### src/rtl/iter_shift_unit.sv
// ----------------------------------------------------------------------------
// iter_shift_unit
//
// Multi-cycle shift/rotate unit shared beside the ALU. An operand is shifted
// by a run-time amount, applying at most STEP bit positions per clock, so a
// narrow shifter is reused over several cycles instead of building a full
// WIDTH-wide barrel shifter.
//
// Operations (mode):
//   2'b00 SLL  logical left, zeros enter at the LSBs
//   2'b01 SRL  logical right, zeros enter at the MSBs
//   2'b10 SRA  arithmetic right, the operand's sign bit enters at the MSBs
//   2'b11 ROL  rotate left, bits leaving the MSB re-enter at the LSB
//
// Handshake:
//   A request is accepted on a rising edge with start=1 while the unit is
//   idle or presenting a result (busy=0). busy is high for exactly
//   ceil(shamt/STEP) cycles, then done pulses for one cycle with the new
//   result on dout. shamt=0 completes on the accept edge itself. A new
//   request may be accepted in the done cycle (back-to-back).
//
// Ports:
//   clk      in   1      rising-edge system clock
//   reset_n  in   1      asynchronous active-low reset
//   start    in   1      request, only honoured while busy=0
//   mode     in   2      operation select, latched at accept
//   shamt    in   SHW    shift amount 0..WIDTH-1, latched at accept
//   din      in   WIDTH  operand, latched at accept
//   busy     out  1      high while shifting
//   done     out  1      one-cycle completion pulse
//   dout     out  WIDTH  result register, held until the next completion
//   zero     out  1      (dout == 0), combinational from the result register
// ----------------------------------------------------------------------------
module iter_shift_unit #(
  parameter  int WIDTH = 32,
  parameter  int STEP  = 4,
  localparam int SHW   = $clog2(WIDTH)
) (
  input  logic             clk,
  input  logic             reset_n,
  input  logic             start,
  input  logic [1:0]       mode,
  input  logic [SHW-1:0]   shamt,
  input  logic [WIDTH-1:0] din,
  output logic             busy,
  output logic             done,
  output logic [WIDTH-1:0] dout,
  output logic             zero
);

  typedef enum logic [1:0] {
    ST_IDLE  = 2'b00,
    ST_SHIFT = 2'b01,
    ST_DONE  = 2'b10
  } state_t;

  localparam logic [1:0] MODE_SLL = 2'b00;
  localparam logic [1:0] MODE_SRL = 2'b01;
  localparam logic [1:0] MODE_SRA = 2'b10;
  localparam logic [1:0] MODE_ROL = 2'b11;

  // STEP may equal WIDTH, which does not fit in SHW bits, so the per-step
  // limit is compared in SHW+1 bits.
  localparam logic [SHW:0] STEP_EXT = (SHW+1)'(STEP);

  state_t           state_r;
  logic [WIDTH-1:0] work_r;
  logic [SHW-1:0]   rem_r;
  logic [1:0]       mode_r;
  logic [WIDTH-1:0] dout_r;
  logic             busy_r;
  logic             done_r;

  logic [SHW-1:0]   step_amt_s;
  logic [SHW-1:0]   rem_next_s;
  logic [WIDTH-1:0] step_res_s;

  // One partial shift of v by amt positions. For SRA the work register's MSB
  // is the latched operand's sign bit at every step (a right arithmetic shift
  // never alters the MSB), so a signed shift replicates the original sign.
  // For ROL the bits wrapping around come from a right shift by
  // (WIDTH - amt), which in SHW-bit arithmetic is simply -amt; amt=0 gives
  // v | v = v.
  function automatic logic [WIDTH-1:0] shift_step(
    input logic [WIDTH-1:0] v,
    input logic [1:0]       m,
    input logic [SHW-1:0]   amt
  );
    logic [SHW-1:0] back_amt;
    back_amt = ~amt + {{(SHW-1){1'b0}}, 1'b1};
    case (m)
      MODE_SLL: shift_step = v << amt;
      MODE_SRL: shift_step = v >> amt;
      MODE_SRA: shift_step = $unsigned($signed(v) >>> amt);
      MODE_ROL: shift_step = (v << amt) | (v >> back_amt);
      default:  shift_step = v;
    endcase
  endfunction

  // Per-cycle step size k = min(STEP, remaining) and the shifted work value.
  always_comb begin
    step_amt_s = rem_r;
    if ({1'b0, rem_r} > STEP_EXT) begin
      step_amt_s = STEP_EXT[SHW-1:0];
    end else begin
      step_amt_s = rem_r;
    end
    rem_next_s = rem_r - step_amt_s;
    step_res_s = shift_step(work_r, mode_r, step_amt_s);
  end

  // Control FSM with registered handshake outputs and the result register.
  always_ff @(posedge clk or negedge reset_n) begin
    if (!reset_n) begin
      state_r <= ST_IDLE;
      work_r  <= '0;
      rem_r   <= '0;
      mode_r  <= 2'b00;
      dout_r  <= '0;
      busy_r  <= 1'b0;
      done_r  <= 1'b0;
    end else begin
      case (state_r)
        ST_IDLE, ST_DONE: begin
          if (start) begin
            mode_r <= mode;
            work_r <= din;
            rem_r  <= shamt;
            if (shamt == '0) begin
              // Nothing to shift: the operand is the result right away.
              dout_r  <= din;
              state_r <= ST_DONE;
              busy_r  <= 1'b0;
              done_r  <= 1'b1;
            end else begin
              state_r <= ST_SHIFT;
              busy_r  <= 1'b1;
              done_r  <= 1'b0;
            end
          end else begin
            state_r <= ST_IDLE;
            busy_r  <= 1'b0;
            done_r  <= 1'b0;
          end
        end

        ST_SHIFT: begin
          // start is deliberately not looked at here: requests while busy
          // are dropped, not queued.
          work_r <= step_res_s;
          rem_r  <= rem_next_s;
          if (rem_next_s == '0) begin
            dout_r  <= step_res_s;
            state_r <= ST_DONE;
            busy_r  <= 1'b0;
            done_r  <= 1'b1;
          end else begin
            state_r <= ST_SHIFT;
            busy_r  <= 1'b1;
            done_r  <= 1'b0;
          end
        end

        default: begin
          state_r <= ST_IDLE;
          busy_r  <= 1'b0;
          done_r  <= 1'b0;
        end
      endcase
    end
  end

  assign busy = busy_r;
  assign done = done_r;
  assign dout = dout_r;
  assign zero = (dout_r == '0);

endmodule

### config.mk
export PLATFORM = sky130hd
export DESIGN_NAME = iter_shift_unit
export DESIGN_NICKNAME = d
export VERILOG_FILES = /design/src/rtl/iter_shift_unit.sv
export SDC_FILE = /design/constraint.sdc
export NUM_CORES = 1
export LEC_CHECK = 0
export ABC_AREA = 1
export CAP_MARGIN = 10
export CORE_MARGIN = 5
export CORE_UTILIZATION = 35
export DETAILED_ROUTE_END_ITERATION = 7
export PLACE_DENSITY = 0.59
export SKIP_LAST_GASP = 1
export SYNTH_ARGS = -nofsm -noshare
export SYNTH_HDL_FRONTEND = slang
export SYNTH_SLANG_ARGS = --single-unit
export TNS_END_PERCENT = 20
### constraint.sdc
create_clock -name clk -period 3.8 [get_ports clk]
set_input_delay 0.76 -clock clk [delete_from_list [all_inputs] [get_ports clk]]
set_output_delay 0.76 -clock clk [all_outputs]
set_load 0.005 [all_outputs]
==> metrics.csv, run 1 <==
stage,metric,value,unit
global_route,number of global-route vias before repair,7691,
clocking,Max Root-Sink Buffers,2,
synth,sequential area share after synthesis,26.6,%
die,Die Ht,150,um
worst_setup_path,CP bufs+invs,3,
synth,mean post-synth cell area,5.97,um^2
placed_design,Post-Place Cells,1444,
die,Die ar.,22500,um^2
synth,Post-synth EDFFs,0,
placed_design,DP HPWL,22100,um
worst_setup_path,CP top delay family,simple AND/OR/NAND/NOR gates,
timing,Worst slew margin,36.8,%
drt,routed wire length,29000,um
placed_design,RD Place Congestion,0.985,
timing,fin crit period,3.26,ns
placed_design,# port buffers,76,
worst_setup_path,worst-path fanout max,57,
finish,final instance area,8150,um^2
worst_setup_path,"Largest stage delay, worst path",0.49,ns
synth,Post-Syn Nets,1195,
die,area of the core,19400,um^2
hold_path,Min-Delay Path Class,flip-flop to flip-flop,
flow_run,MaxCap Viol Count,0,
worst_setup_path,crit path cell chain,inv_2 -> nand3_2 -> buf_12 -> inv_1 -> nand2_1 -> nand2_1 -> nand2_1 -> nand2_1 -> nand2_1 -> nand2_1 -> nand2_1 -> nand3_1 -> nand3_1 -> nand2_1 -> nand2_1 -> nand3_1 -> nand2_1,
synth,Yosys reg bits,73,
hold_path,worst hold start,dout[31],
drt,drt via density,5.75,
synth,synth unique cells,42,
worst_setup_path,R2R Path End,dout[0],
drt,wire per inst,19.9,um
die,Die Width,150,um
finish,Area Growth Syn to Fin,18.6,%
drt,initial DRC count,924,
synth,"area leader, netlist",dfrtp_1,
global_route,GRT Total Usage,25.9,%
placed_design,placed instance area,7810,um^2
finish,final non-filler cell total,1459,
worst_setup_path,R2R depth,17,
timing,endpoints failing setup,0,
clocking,H-tree depth,3,
global_route,antenna violations before repair,0,
drt,drt pass-1 iters,8,
worst_setup_path,CP required,4.03,ns
drt,vias,8392,
clocking,total CTS buffers,9,
worst_setup_path,endpoint class of the critical path,flip-flop,
worst_setup_path,WS Path Type,flip-flop to flip-flop,
drt,post-route ant nets,0,
finish,# diodes,0,
clocking,Setup Buffers After CTS,0,
timing,final hold slack,0.511,ns
clocking,PostCTS Resize Cnt,0,
timing,Fmax,0.306,GHz
status,status,completed,
clocking,Worst-path clk slew,0.06,ns
worst_setup_path,CP Launch Type,flip-flop,
synth,synthesized area,6870,um^2
worst_setup_path,r2r setup slk,0.54,ns
clocking,insertion delay to the later sink of the worst-skew pair,0.34,ns
die,IO Pins,77,
synth,Area contributors post-synth,"dfrtp_1 (27%), nand2_1 (21%), nand3_1 (16%)",
timing,final hold violation count,0,
hold_path,hold path depth,2,
worst_setup_path,CP most frequent cell,nand2_1,
finish,share of layout cells above drive strength 1,7.71,%
timing,Slew @ Worst Pin,0.949,ns
synth,synth cell count leaders,"nand2_1 (380), nand3_1 (217), o21ai_0 (80)",
finish,Final #Nets,1234,
synth,Syn Inst Count,1151,
timing,Final TNS setup,0,ns
timing,post-route clock period utilization,85.9,%
worst_setup_path,"Max stage delay cell, worst path",inv_1,
clocking,Root Buffer,clkbuf_16,
die,Initial Util,35.4,%
timing,RSZ-0062 raised after global routing,no,
synth,ys flop type,dfrtp_1,
clocking,CTS tree,yes,
worst_setup_path,Setup crit start,rem_r[2],
die,num rows,51,
timing,max-slew violation count,0,
global_route,first-pass GRT wire length,45200,um
global_route,largest net degree at the start of global routing,74,
clocking,hold_buf cts,0,
clocking,CTS sink cnt,73,
synth,Post-synth ARST share,100,%
hold_path,Worst Hold Endpoint,dout[31],
global_route,gr ovfl total,0,
worst_setup_path,Reg2Reg Launch Point,rem_r[2],
timing,final clock skew,0.0118,ns
worst_setup_path,"Arr. time, crit path",3.49,ns
drt,Remaining DRCs,0,
synth,Yosys top cell area share,26.6,%
synth,yosys warns,0,
synth,top-count cell post-synth,nand2_1,
-- registers in the layout, summed over array words and instances, names as in the netlist --
| signal | flops |
|---|---|
| rem_r | 5 |
| mode_r | 2 |
| dout | 32 |
| done | 1 |
| busy | 1 |
| work_r | 32 |
-- metal layers --
metal  wire [um]  GRT usage [%]  up-vias
li1            -              -     3983
met1       13500           39.7     3884
met2       11900           36.5      473
met3        2770           4.55       52
met4         807           8.05        0
met5           0              0        -
-- placed cells by master (no fill, tap or decap), types with 2 or more instances in the layout --
cell and n:
o21a_1 5, nor4_1 9, clkbuf_16 9, nor3_1 3, a31oi_1 6, and2_1 6, dfrtp_1 73, a221oi_1 2
nor2_2 3, inv_1 63, o22ai_1 12, nor2_1 58, o31ai_1 4, o221ai_1 3, buf_4 24, ha_1 2
nand4_1 25, bufinv_16 3, nand3_1 217, nand2_1 379, inv_2 9, o21ai_0 80, a211oi_1 2, o21ai_1 20
nand2_2 4, o2111ai_1 5, or2_2 29, o211ai_1 20, nor2_4 2, clkdlybuf4s50_1 75, a21oi_1 28
-- through the flow --
| step | util (%) | worst slack, ns |
|---|---|---|
| after floorplan | - | 0.997 |
| after global placement | 40.2 | 0.753 |
| after detailed placement | 40.2 | 0.673 |
| after CTS | 42.0 | 0.663 |
| after global routing | 42.0 | 0.388 |
| final | 42.0 | 0.537 |
-- cells by family after synthesis --
logic type,Yosys count,share of synthesized area (%)
flops,73,26.6
compound gates,190,16.0
xor+xnor,1,0.128
mux,1,0.164
simple gates,739,47.7
buf+inv,144,9.03
other cells,1,0.0546
fa+ha+maj,2,0.364
-- worst max-delay path by stage --
stage | depth (start not counted) | slack (ns) | end
after floorplan | 21 | 1.0 | work_r[0]
final | 17 | 0.54 | dout[0]
after detailed placement | 17 | 0.67 | dout[0]
after global routing | 13 | 0.39 | dout[6]
after CTS | 17 | 0.66 | dout[0]
after global placement | 17 | 0.75 | dout[0]
-- worst reg2reg max path, cell delays in order, from the launching register on --
cell     delay, ns
dfrtp_1       0.44
inv_2         0.28
nand3_2       0.19
buf_12        0.23
inv_1         0.52
nand2_1       0.19
nand2_1       0.23
nand2_1       0.11
nand2_1       0.07
nand2_1       0.08
nand2_1       0.10
nand2_1       0.08
nand3_1       0.15
nand3_1       0.10
nand2_1       0.09
nand2_1       0.12
nand3_1       0.11
nand2_1       0.05
-- area by class of cell --
type | instances | area, um^2
clock inverters | 6 | 115
fillers | 2138 | 11300
clock buffers | 9 | 225
multi-input cells | 934 | 4430
well taps | 265 | 332
repair buffers | 100 | 951
flip-flops and latches | 73 | 1830
inverters | 72 | 270
Power of run 1 is not shown: default switching activity piles up to over one toggle a cycle in this logic, so the estimate is an artifact.
==> run 2, diff against run 1 <==
ABC_AREA = default   (was 1)
==> metrics.csv, run 2 <==
stage,metric,value,unit
drt,routed wire length,31500,um
placed_design,DP HPWL,21600,um
clocking,hold_buf cts,0,
drt,wire per inst,25.6,um
worst_setup_path,worst-path fanout max,21,
synth,sequential area share after synthesis,24.2,%
timing,Fmax,0.270,GHz
worst_setup_path,WS Path Type,flip-flop to flip-flop,
die,IO Pins,77,
worst_setup_path,Setup crit start,rem_r[3],
drt,initial DRC count,1177,
worst_setup_path,CP required,4.00,ns
worst_setup_path,r2r setup slk,0.10,ns
clocking,CTS tree,yes,
worst_setup_path,CP Launch Type,flip-flop,
placed_design,RD Place Congestion,1.00,
clocking,Root Buffer,clkbuf_16,
die,Die ar.,24600,um^2
placed_design,Post-Place Cells,1216,
timing,endpoints failing setup,0,
clocking,H-tree depth,3,
clocking,Max Root-Sink Buffers,2,
clocking,insertion delay to the later sink of the worst-skew pair,0.34,ns
synth,synth unique cells,72,
synth,Post-Syn Nets,987,
timing,final clock skew,0.0104,ns
drt,post-route ant nets,0,
hold_path,worst hold start,dout[26],
timing,max-slew violation count,0,
worst_setup_path,"Max stage delay cell, worst path",ha_1,
global_route,gr ovfl total,0,
global_route,number of global-route vias before repair,7710,
die,num rows,53,
global_route,GRT Total Usage,25.2,%
clocking,Worst-path clk slew,0.07,ns
finish,Final #Nets,996,
timing,Final TNS setup,0,ns
timing,RSZ-0062 raised after global routing,no,
synth,synthesized area,7540,um^2
timing,final hold slack,0.524,ns
clocking,PostCTS Resize Cnt,0,
die,Initial Util,35.7,%
finish,share of layout cells above drive strength 1,12.9,%
synth,Post-synth EDFFs,0,
synth,Area contributors post-synth,"dfrtp_1 (24%), mux4_2 (11%), mux2i_1 (11%)",
clocking,Setup Buffers After CTS,0,
timing,post-route clock period utilization,97.3,%
timing,Slew @ Worst Pin,1.15,ns
die,Die Ht,157,um
placed_design,# port buffers,76,
timing,final hold violation count,0,
drt,drt via density,6.53,
die,area of the core,21100,um^2
hold_path,hold path depth,2,
synth,"area leader, netlist",dfrtp_1,
timing,fin crit period,3.70,ns
clocking,CTS sink cnt,73,
finish,"most common cell after layout, fill and taps aside",nand2_1,
global_route,largest net degree at the start of global routing,74,
synth,synth cell count leaders,"nand2_1 (184), clkbuf_1 (87), mux2i_1 (81)",
flow_run,MaxCap Viol Count,0,
die,Die Width,157,um
drt,vias,8044,
synth,Syn Inst Count,943,
finish,# diodes,0,
finish,"leading cell types in the layout, fill and taps excluded","nand2_1 (184), mux2i_1 (81), clkdlybuf4s50_1 (75)",
hold_path,Worst Hold Endpoint,dout[26],
finish,final non-filler cell total,1232,
synth,top-count cell post-synth,nand2_1,
worst_setup_path,"Largest stage delay, worst path",0.66,ns
worst_setup_path,R2R depth,10,
synth,ys flop type,dfrtp_1,
pwr,power density cells,1170,nW/um^2
worst_setup_path,endpoint class of the critical path,flip-flop,
synth,yosys warns,0,
global_route,first-pass GRT wire length,48200,um
pwr,Leak,3.49,nW
worst_setup_path,R2R Path End,work_r[2],
status,status,completed,
timing,Worst slew margin,22.5,%
worst_setup_path,Reg2Reg Launch Point,rem_r[3],
global_route,antenna violations before repair,1,
pwr,maximum VDD drop,0.845,mV
clocking,total CTS buffers,9,
hold_path,Min-Delay Path Class,flip-flop to flip-flop,
drt,drt pass-1 iters,6,
synth,mean post-synth cell area,7.99,um^2
synth,Post-synth ARST share,100,%
worst_setup_path,crit path cell chain,nor4b_4 -> inv_6 -> ha_1 -> buf_12 -> mux2_2 -> nand2_1 -> a31oi_1 -> a221o_1 -> o211ai_1 -> a21oi_1,
drt,Remaining DRCs,0,
synth,Yosys top cell area share,24.2,%
finish,Area Growth Syn to Fin,16.5,%
synth,Yosys reg bits,73,
worst_setup_path,"Arr. time, crit path",3.90,ns
run 2: area by class of cell:
| type | instances | area, um^2 |
|---|---|---|
| clock buffers | 10 | 239 |
| clock inverters | 6 | 48.8 |
| fillers | 2146 | 12300 |
| inverters | 10 | 42.5 |
| multi-input cells | 745 | 5200 |
| flip-flops and latches | 73 | 1830 |
| well taps | 275 | 344 |
| repair buffers | 113 | 1070 |
run 2: power by group:
part	internal, mW	total, mW	switching (mW)	leakage (nW)
sequential	1.18	2.19	1.01	0.869
combinational	3.04	7.25	4.21	2.49
clock	0.467	0.847	0.380	0.132
total	4.68	10.3	5.60	3.49
run 2: critical path: cells and delay by family (launching register included):
family | cells | cell delay [ns]
compound gates | 4 | 1.14
fa+ha+maj | 1 | 0.66
buf+inv | 2 | 0.30
flops | 1 | 0.52
mux | 1 | 0.39
simple gates | 2 | 0.53
run 2: worst max-delay path by stage:
stage	to	cells past startpoint
3_5_place_dp	work_r[2]	10
4_1_cts	work_r[2]	10
6_report	work_r[2]	10
5_1_grt	dout[15]	11
2_1_floorplan	work_r[4]	15
3_3_place_gp	work_r[2]	10
run 2: cells by family after synthesis:
family / Yosys count / share of synthesized area [%]
muxes: 134 / 24.4
other: 1 / 0.0497
DFF: 73 / 24.2
AOI/OAI and AO/OA: 281 / 24.5
adders and majority gates: 2 / 0.332
buffers and inverters: 125 / 7.24
and+or+nand+nor: 323 / 18.8
xor gates and xnor gates: 4 / 0.465
run 2: routing by layer:
| metal | wire length (um) | GRT usage, % | vias to the layer above |
|---|---|---|---|
| met5 | 13 | 0 | - |
| met4 | 1330 | 11.0 | 2 |
| met3 | 3450 | 5.59 | 88 |
| met2 | 13600 | 36.4 | 544 |
| met1 | 13100 | 36.2 | 3882 |
| li1 | - | - | 3528 |
run 2: metrics by stage:
stage               setup slack, ns  total power [mW]  util, %  cell area (um^2)
floorplan                     0.318              6.65        -              7540
global placement              0.256              9.23     40.3              8490
detailed placement            0.259              9.19     40.3              8490
CTS                           0.252              10.1     41.6              8780
global route                 0.0600              10.9     41.6              8780
finish                        0.103              10.3     41.6              8780
Power figures use the tool's default switching activity.
